### src/rtl/spi_slave_pkg.sv
`default_nettype none
// ============================================================================
// Module      : spi_slave_pkg
// Description : Shared types, default sizes and helpers for the SPI mode-0
//               responder (spi_slave_mode0 and spi_sync_edge).
// Revision    : 1.0 - initial release
// ============================================================================
package spi_slave_pkg;

    // Frame-level protocol state: waiting for SS, or inside an SS frame
    typedef enum logic [0:0] {
        IDLE   = 1'b0,
        ACTIVE = 1'b1
    } state_t;

    localparam int DEFAULT_DATA_WIDTH  = 8;
    localparam int DEFAULT_SYNC_STAGES = 2;

    // Width of a counter that can hold the values 0..data_width
    function automatic int cnt_width(input int data_width);
        return $clog2(data_width + 1);
    endfunction

endpackage
`default_nettype wire

### src/rtl/spi_sync_edge.sv
`default_nettype none
// ============================================================================
// Module      : spi_sync_edge
// Description : Multi-stage synchroniser for an asynchronous input followed
//               by an edge detector producing single-cycle rise/fall pulses.
// Revision    : 1.0 - initial release
// ============================================================================
module spi_sync_edge
    import spi_slave_pkg::*;
#(
    parameter int   SYNC_STAGES = DEFAULT_SYNC_STAGES,
    parameter logic RESET_VALUE = 1'b0
) (
    input  logic clk,
    input  logic rst,
    input  logic din,
    output logic rise,
    output logic fall
);

    logic [SYNC_STAGES-1:0] sync_q;
    logic                   prev_q;
    logic                   level;

    assign level = sync_q[SYNC_STAGES-1];

    // Synchroniser chain plus one history register for edge detection.
    // RESET_VALUE matches the idle level so no spurious edge follows reset.
    always_ff @(posedge clk or posedge rst) begin
        if (rst) begin
            sync_q <= {SYNC_STAGES{RESET_VALUE}};
            prev_q <= RESET_VALUE;
        end else begin
            sync_q <= {sync_q[SYNC_STAGES-2:0], din};
            prev_q <= level;
        end
    end

    assign rise = level & ~prev_q;
    assign fall = ~level & prev_q;

endmodule
`default_nettype wire

### src/rtl/spi_slave_mode0.sv
`default_nettype none
// ============================================================================
// Module      : spi_slave_mode0
// Description : SPI responder, mode 0 (CPOL=0, CPHA=0), MSB first. SCLK, SS
//               and MOSI are oversampled on clk_pi. Receive words leave on a
//               valid/ready port; transmit words enter a one-word holding
//               buffer through a valid/ready port.
//               Optional macro SPI_SLAVE_OVERRUN_EN adds a sticky receive
//               overrun flag (overrun_po) with clear input ovr_clr_pi.
// Revision    : 1.0 - initial release
// ============================================================================
module spi_slave_mode0
    import spi_slave_pkg::*;
#(
    parameter int                    DATA_WIDTH   = DEFAULT_DATA_WIDTH,
    parameter int                    SYNC_STAGES  = DEFAULT_SYNC_STAGES,
    parameter logic [DATA_WIDTH-1:0] IDLE_TX_WORD = '0
) (
    input  logic                  clk_pi,
    input  logic                  rst_pi,
    input  logic                  sclk_pi,
    input  logic                  ss_pi,
    input  logic                  mosi_pi,
    output logic                  miso_po,
    output logic                  miso_oe_po,
    input  logic [DATA_WIDTH-1:0] tx_data_pi,
    input  logic                  tx_valid_pi,
    output logic                  tx_ready_po,
    output logic [DATA_WIDTH-1:0] rx_data_po,
    output logic                  rx_valid_po,
    input  logic                  rx_ready_pi,
`ifdef SPI_SLAVE_OVERRUN_EN
    input  logic                  ovr_clr_pi,
    output logic                  overrun_po,
`endif
    output logic                  busy_po
);

    localparam int              CNT_W    = cnt_width(DATA_WIDTH);
    localparam logic [CNT_W-1:0] LAST_BIT = CNT_W'(DATA_WIDTH - 1);

    logic                   rise_sclk, fall_sclk, rise_ss, fall_ss;
    logic [SYNC_STAGES-1:0] mosi_q;
    logic                   mosi_sync;

    state_t                 state, next_state;
    logic                   load_tx, shift_tx, sample_rx, abort;

    logic [DATA_WIDTH-1:0]  tx_shift, rx_shift, tx_buf;
    logic                   tx_full;
    logic [CNT_W-1:0]       bit_cnt;
    logic                   load_pending;
    logic                   word_done;

    spi_sync_edge #(.SYNC_STAGES(SYNC_STAGES), .RESET_VALUE(1'b0)) u_sclk_sync (
        .clk (clk_pi),
        .rst (rst_pi),
        .din (sclk_pi),
        .rise(rise_sclk),
        .fall(fall_sclk)
    );

    // SS idles high, so its chain resets high to avoid a false select edge
    spi_sync_edge #(.SYNC_STAGES(SYNC_STAGES), .RESET_VALUE(1'b1)) u_ss_sync (
        .clk (clk_pi),
        .rst (rst_pi),
        .din (ss_pi),
        .rise(rise_ss),
        .fall(fall_ss)
    );

    // MOSI needs only the synchroniser; its depth matches SCLK so the
    // sampled bit lines up with the detected rising edge
    always_ff @(posedge clk_pi or posedge rst_pi) begin
        if (rst_pi) mosi_q <= '0;
        else        mosi_q <= {mosi_q[SYNC_STAGES-2:0], mosi_pi};
    end
    assign mosi_sync = mosi_q[SYNC_STAGES-1];

    // FSM state register
    always_ff @(posedge clk_pi or posedge rst_pi) begin
        if (rst_pi) state <= IDLE;
        else        state <= next_state;
    end

    // FSM next state and datapath strobes; SCLK edges only count inside a frame
    always_comb begin
        next_state = state;
        load_tx    = 1'b0;
        shift_tx   = 1'b0;
        sample_rx  = 1'b0;
        abort      = 1'b0;
        case (state)
            IDLE: begin
                if (fall_ss) begin
                    next_state = ACTIVE;
                    load_tx    = 1'b1;
                end
            end
            ACTIVE: begin
                if (rise_ss) begin
                    next_state = IDLE;
                    abort      = 1'b1;
                end else begin
                    sample_rx = rise_sclk;
                    if (fall_sclk) begin
                        // After a completed word the next falling edge presents
                        // the first bit of the following word instead of shifting
                        if (load_pending) load_tx  = 1'b1;
                        else              shift_tx = 1'b1;
                    end
                end
            end
            default: next_state = IDLE;
        endcase
    end

    // Shift registers, bit counter and word-completion tracking
    always_ff @(posedge clk_pi or posedge rst_pi) begin
        if (rst_pi) begin
            tx_shift     <= '0;
            rx_shift     <= '0;
            bit_cnt      <= '0;
            load_pending <= 1'b0;
            word_done    <= 1'b0;
        end else begin
            word_done <= 1'b0;
            if (load_tx)
                tx_shift <= tx_full ? tx_buf : IDLE_TX_WORD;
            else if (shift_tx)
                tx_shift <= {tx_shift[DATA_WIDTH-2:0], 1'b0};

            if (abort) begin
                // Partial word is dropped; rx_shift contents are don't-care
                bit_cnt      <= '0;
                load_pending <= 1'b0;
            end else begin
                if (load_tx) load_pending <= 1'b0;
                if (sample_rx) begin
                    rx_shift <= {rx_shift[DATA_WIDTH-2:0], mosi_sync};
                    if (bit_cnt == LAST_BIT) begin
                        bit_cnt      <= '0;
                        load_pending <= 1'b1;
                        word_done    <= 1'b1;
                    end else begin
                        bit_cnt <= bit_cnt + 1'b1;
                    end
                end
            end
        end
    end

    // Transmit holding buffer; a write only lands while empty, so a same-cycle
    // load consumes the previous contents and the new word stays buffered
    always_ff @(posedge clk_pi or posedge rst_pi) begin
        if (rst_pi) begin
            tx_buf  <= '0;
            tx_full <= 1'b0;
        end else if (tx_valid_pi && !tx_full) begin
            tx_buf  <= tx_data_pi;
            tx_full <= 1'b1;
        end else if (load_tx) begin
            tx_full <= 1'b0;
        end
    end

    // Receive output register; a new word always wins over acceptance
    always_ff @(posedge clk_pi or posedge rst_pi) begin
        if (rst_pi) begin
            rx_data_po  <= '0;
            rx_valid_po <= 1'b0;
        end else if (word_done) begin
            rx_data_po  <= rx_shift;
            rx_valid_po <= 1'b1;
        end else if (rx_valid_po && rx_ready_pi) begin
            rx_valid_po <= 1'b0;
        end
    end

`ifdef SPI_SLAVE_OVERRUN_EN
    // Sticky overrun: a word lands on an unaccepted one; setting beats clearing
    always_ff @(posedge clk_pi or posedge rst_pi) begin
        if (rst_pi)
            overrun_po <= 1'b0;
        else if (word_done && rx_valid_po && !rx_ready_pi)
            overrun_po <= 1'b1;
        else if (ovr_clr_pi)
            overrun_po <= 1'b0;
    end
`endif

    assign miso_oe_po  = (state == ACTIVE);
    assign miso_po     = (state == ACTIVE) & tx_shift[DATA_WIDTH-1];
    assign tx_ready_po = ~tx_full;
    assign busy_po     = (state == ACTIVE);

endmodule
`default_nettype wire

### config.mk
export PLATFORM = sky130hd
export DESIGN_NAME = spi_slave_mode0
export DESIGN_NICKNAME = d
export VERILOG_FILES = /design/src/rtl/spi_slave_pkg.sv /design/src/rtl/spi_sync_edge.sv /design/src/rtl/spi_slave_mode0.sv
export SDC_FILE = /design/constraint.sdc
export NUM_CORES = 1
export LEC_CHECK = 0
export CAP_MARGIN = 20
export CELL_PAD_IN_SITES_DETAIL_PLACEMENT = 0
export CELL_PAD_IN_SITES_GLOBAL_PLACEMENT = 1
export CORE_MARGIN = 5
export CORE_UTILIZATION = 35
export DETAILED_ROUTE_END_ITERATION = 6
export PLACE_DENSITY = 0.72
export SYNTH_ARGS = -nofsm -noshare
export SYNTH_HDL_FRONTEND = slang
export SYNTH_HIERARCHICAL = 1
export SYNTH_SLANG_ARGS = --single-unit
### constraint.sdc
create_clock -name clk_pi -period 2.14 [get_ports clk_pi]
set_input_delay 0.535 -clock clk_pi [delete_from_list [all_inputs] [get_ports clk_pi]]
set_output_delay 0.535 -clock clk_pi [all_outputs]
set_load 0.02 [all_outputs]
==> results of run 1 <==
==> cells by family after synthesis <==
logic type                 Yosys count
DFF                                 49
and+or+nand+nor                     39
AOI/OAI and AO/OA                   26
muxes                               24
buffers and inverters               20
adders and majority gates            1
==> state kept, by name (all words and copies together) (netlist names), 2 cells and up <==
signal              cells
mosi_q                  2
tx_shift                8
bit_cnt                 4
u_sclk_sync/sync_q      2
u_ss_sync/sync_q        2
tx_buf                  8
rx_shift                8
rx_data_po              8
==> worst max path at each step <==
| stage | start | end | slack (ns) | cells past startpoint |
|---|---|---|---|---|
| 2_1_floorplan | u_ss_sync/sync_q[1] | rx_shift[0] | 0.47 | 4 |
| 3_3_place_gp | u_ss_sync/sync_q[1] | rx_shift[3] | 0.33 | 4 |
| 3_5_place_dp | u_ss_sync/sync_q[1] | tx_shift[3] | 0.24 | 4 |
| 4_1_cts | busy_po | miso_po | 0.04 | 2 |
| 5_1_grt | u_ss_sync/sync_q[1] | tx_shift[5] | 0.07 | 4 |
| 6_report | u_ss_sync/sync_q[1] | tx_shift[5] | 0.23 | 4 |
==> repair_timing <==
action / 4_1_cts / 5_1_grt
hold buffers: 0 / 0
setup endpoints to repair: 0 / 2
gates resized for setup: 0 / 2
==> power by group through the flow <==
stage	Sequential (mW)	Clock [mW]	Combinational, mW
global placement	1.36	0	0.593
detailed placement	1.37	0	0.619
global route	1.39	0.723	0.669
floorplan	1.30	0	0.514
CTS	1.36	0.698	0.619
finish	1.35	0.666	0.603
==> critical path: stages, from the launching register on <==
cell and delay, ns:
dfstp_2 0.54, nor2b_1 0.36, and3b_1 0.33, or2_1 0.42, a31oi_2 0.19
==> final cells by class <==
| class | count | area [um2] | share of cell area |
|---|---|---|---|
| multi-input combinational | 90 | 747 | 0.296 |
| clock buffer | 7 | 86.3 | 0.0342 |
| timing repair buffer | 31 | 305 | 0.121 |
| inverter | 8 | 30.0 | 0.0119 |
| tap | 75 | 93.8 | 0.0372 |
| clock inverter | 1 | 30.0 | 0.0119 |
| sequential | 49 | 1230 | 0.488 |
==> metal layers <==
metal  vias up  global-route usage  part of all wire
met5         -                   0                 0
met4         0              0.0377            0.0064
met3         4              0.0322             0.065
met2        35               0.161              0.46
met1       624               0.128              0.47
li1        619                   -                 -
==> placed cells by master (no fill, tap or decap), drive strengths merged, types with 4 or more instances in the layout <==
cell           instances
a31oi                  7
mux2                  24
inv                    8
clkbuf                 7
dfrtp                 46
nand2                  4
and2b                  4
clkdlybuf4s50         25
nor2b                  4
o211ai                 8
nor3                   9
nand3                  7
buf                    4
==> synthesized netlist by cell type <==
master      n
dfrtp_1    46
mux2_2     24
nor3_1      9
inv_1       8
o211ai_1    8
a31oi_2     7
nand3_1     7
and2b_2     4
buf_6       4
clkbuf_1    4
nor2b_1     4
buf_2       3
dfstp_2     3
nand2_1     3
and3_1      2
and3b_1     2
nand2b_1    2
o21ai_0     2
o31ai_1     2
or2_1       2
a21o_1      1
a21oi_1     1
a22oi_1     1
a2bb2oi_1   1
a32o_1      1
and2_1      1
and4b_1     1
buf_4       1
ha_1        1
nand2_2     1
nand4_1     1
o21ai_2     1
o41ai_1     1
==> metrics by stage <==
stage | setup slack (ns) | hold slack, ns | cell area [um2] | power, mW
after floorplan | 0.469 | 0.289 | 2090 | 1.82
after global placement | 0.329 | 0.336 | 2400 | 1.96
after detailed placement | 0.243 | 0.341 | 2400 | 1.99
after CTS | 0.0396 | 0.361 | 2520 | 2.67
after global routing | 0.0721 | 0.371 | 2520 | 2.79
final | 0.226 | 0.356 | 2520 | 2.62
==> results.yml, run 1 <==
cts:
  clock_sinks: 49
  cts_tree: "done"
  cts_setup_buffers: 0
  cts_made_buffers: 5
  worst_skew_pair.late_latency_ns: 0.30
  clk_pin_slew_ns: 0.08
  clockBufferDepth: 2
  cts_max_level: 2
  cts-root-buf: "clkbuf_8"
layout:
  instances_no_fill: 261
  area_growth_pct: 20.7
  final_nets: 201
  n_antenna_cell: 0
  final_util: 0.431
  drive_gt1_frac: 0.274
  n_fill_cell: 556
sta:
  slew_headroom: 0.640
  fmax_mhz: 523
  setup_tns_ns: 0
  worst_pin_slew_ns: 0.540
  post-route-period-util: 0.894
  slew_viol_final: 0
  rsz0062_at_grt: "no"
  min_period_ns: 1.91
  setup_viol: 0
  final_hold_viol_count: 0
  skew_ns: 0.0103
synth:
  seq_area_frac_synth: 0.589
  ys_top_cells_by_area: "dfrtp_1, mux2_2, a31oi_2"
  synth-simple-area-share: 0.113
  synthMuxAreaShare: 0.129
  synth_fa_ha_area_frac: 0.00599
  yosysWarnings: 6
  netlist_instances: 159
  yosysTopAreaCell: "dfrtp_1"
  ys_seq_elements: 49
  syn-num-nets: 175
  synth_top_family_by_area: "multiplexers"
  postSynthAreaPerCell_um2: 13.1
  yosys.cell_types.count: 33
  synth_top_cell_area_share: 0.551
  synth_xor_area_frac: 0
  netlist_area_um2: 2090
  synth_compound_area_frac: 0.110
detailed_routing:
  drt-total-wl_um: 3460
  drt_first_pass_iters: 4
  vias_per_cell: 4.91
  drt-wirelength-per-cell_um: 13.2
  vias: 1282
  dr.first_iter.drc_count: 91
  ant_nets: 0
  drc: 0
setup_path:
  reg2regPathDepth: 4
  cp.required_ns: 2.36
  crit_arrival_ns: 2.13
  crit_fanout: 9
  reg2reg_from: "u_ss_sync/sync_q[1]"
  critical_path_class: "flop to flop"
  rr_endpoint: "tx_shift[5]"
  setup.worst_path.start_class: "flop"
  cp-end-kind: "flop"
  ff2ff_setup_slack_ns: 0.23
min_path:
  worstHoldStart: "mosi_q[0]"
  holdPathEnd: "mosi_q[1]"
  whs_path_depth: 0
  hold_class: "flop to flop"
grt:
  grt_pass1_vias: 1298
  grtUsageTotal: 0.101
  grt_max_degree: 44
  gr-total-overflow: 0
  antenna_found_initial: 0
  grt_pass1_wl_um: 6020
floorplan:
  fp.dieArea_um2: 7620
  io_pins: 28
  initial_core_util: 0.357
  rows: 28
  die_h_um: 87.3
  die_w_um: 87.3
  core_um2: 5850
power_and_ir_drop:
  seqPwrFrac: 0.516
  p_int_mw: 1.90
  p_switching_uw: 720
  p_per_area_nw_per_um2: 1040
  power_frac_clock: 0.254
  leakagePower_nw: 1.13
  switching_share: 0.275
  combPwrFrac: 0.230
  vdd_drop_max_mv: 0.437
placed_design:
  port_buffers: 27
  hpwl_um: 2490
  place.gp.congestion: 0.744
  dp.cells: 253
job:
  drv_cap: 0
outcome:
  outcome: "completed"
No activity file was read; power rests on OpenSTA's default activity.
==> run 2: changes to the inputs <==
--- a/config.mk
+++ b/config.mk
@@ -10,6 +10,7 @@
 export CELL_PAD_IN_SITES_GLOBAL_PLACEMENT = 1
 export CORE_MARGIN = 5
 export CORE_UTILIZATION = 35
+export CTS_CLUSTER_SIZE = 8
 export DETAILED_ROUTE_END_ITERATION = 6
 export PLACE_DENSITY = 0.72
 export SYNTH_ARGS = -nofsm -noshare
==> results of run 2 <==
Final layout, timing and power as in run 1 (identical DEF).
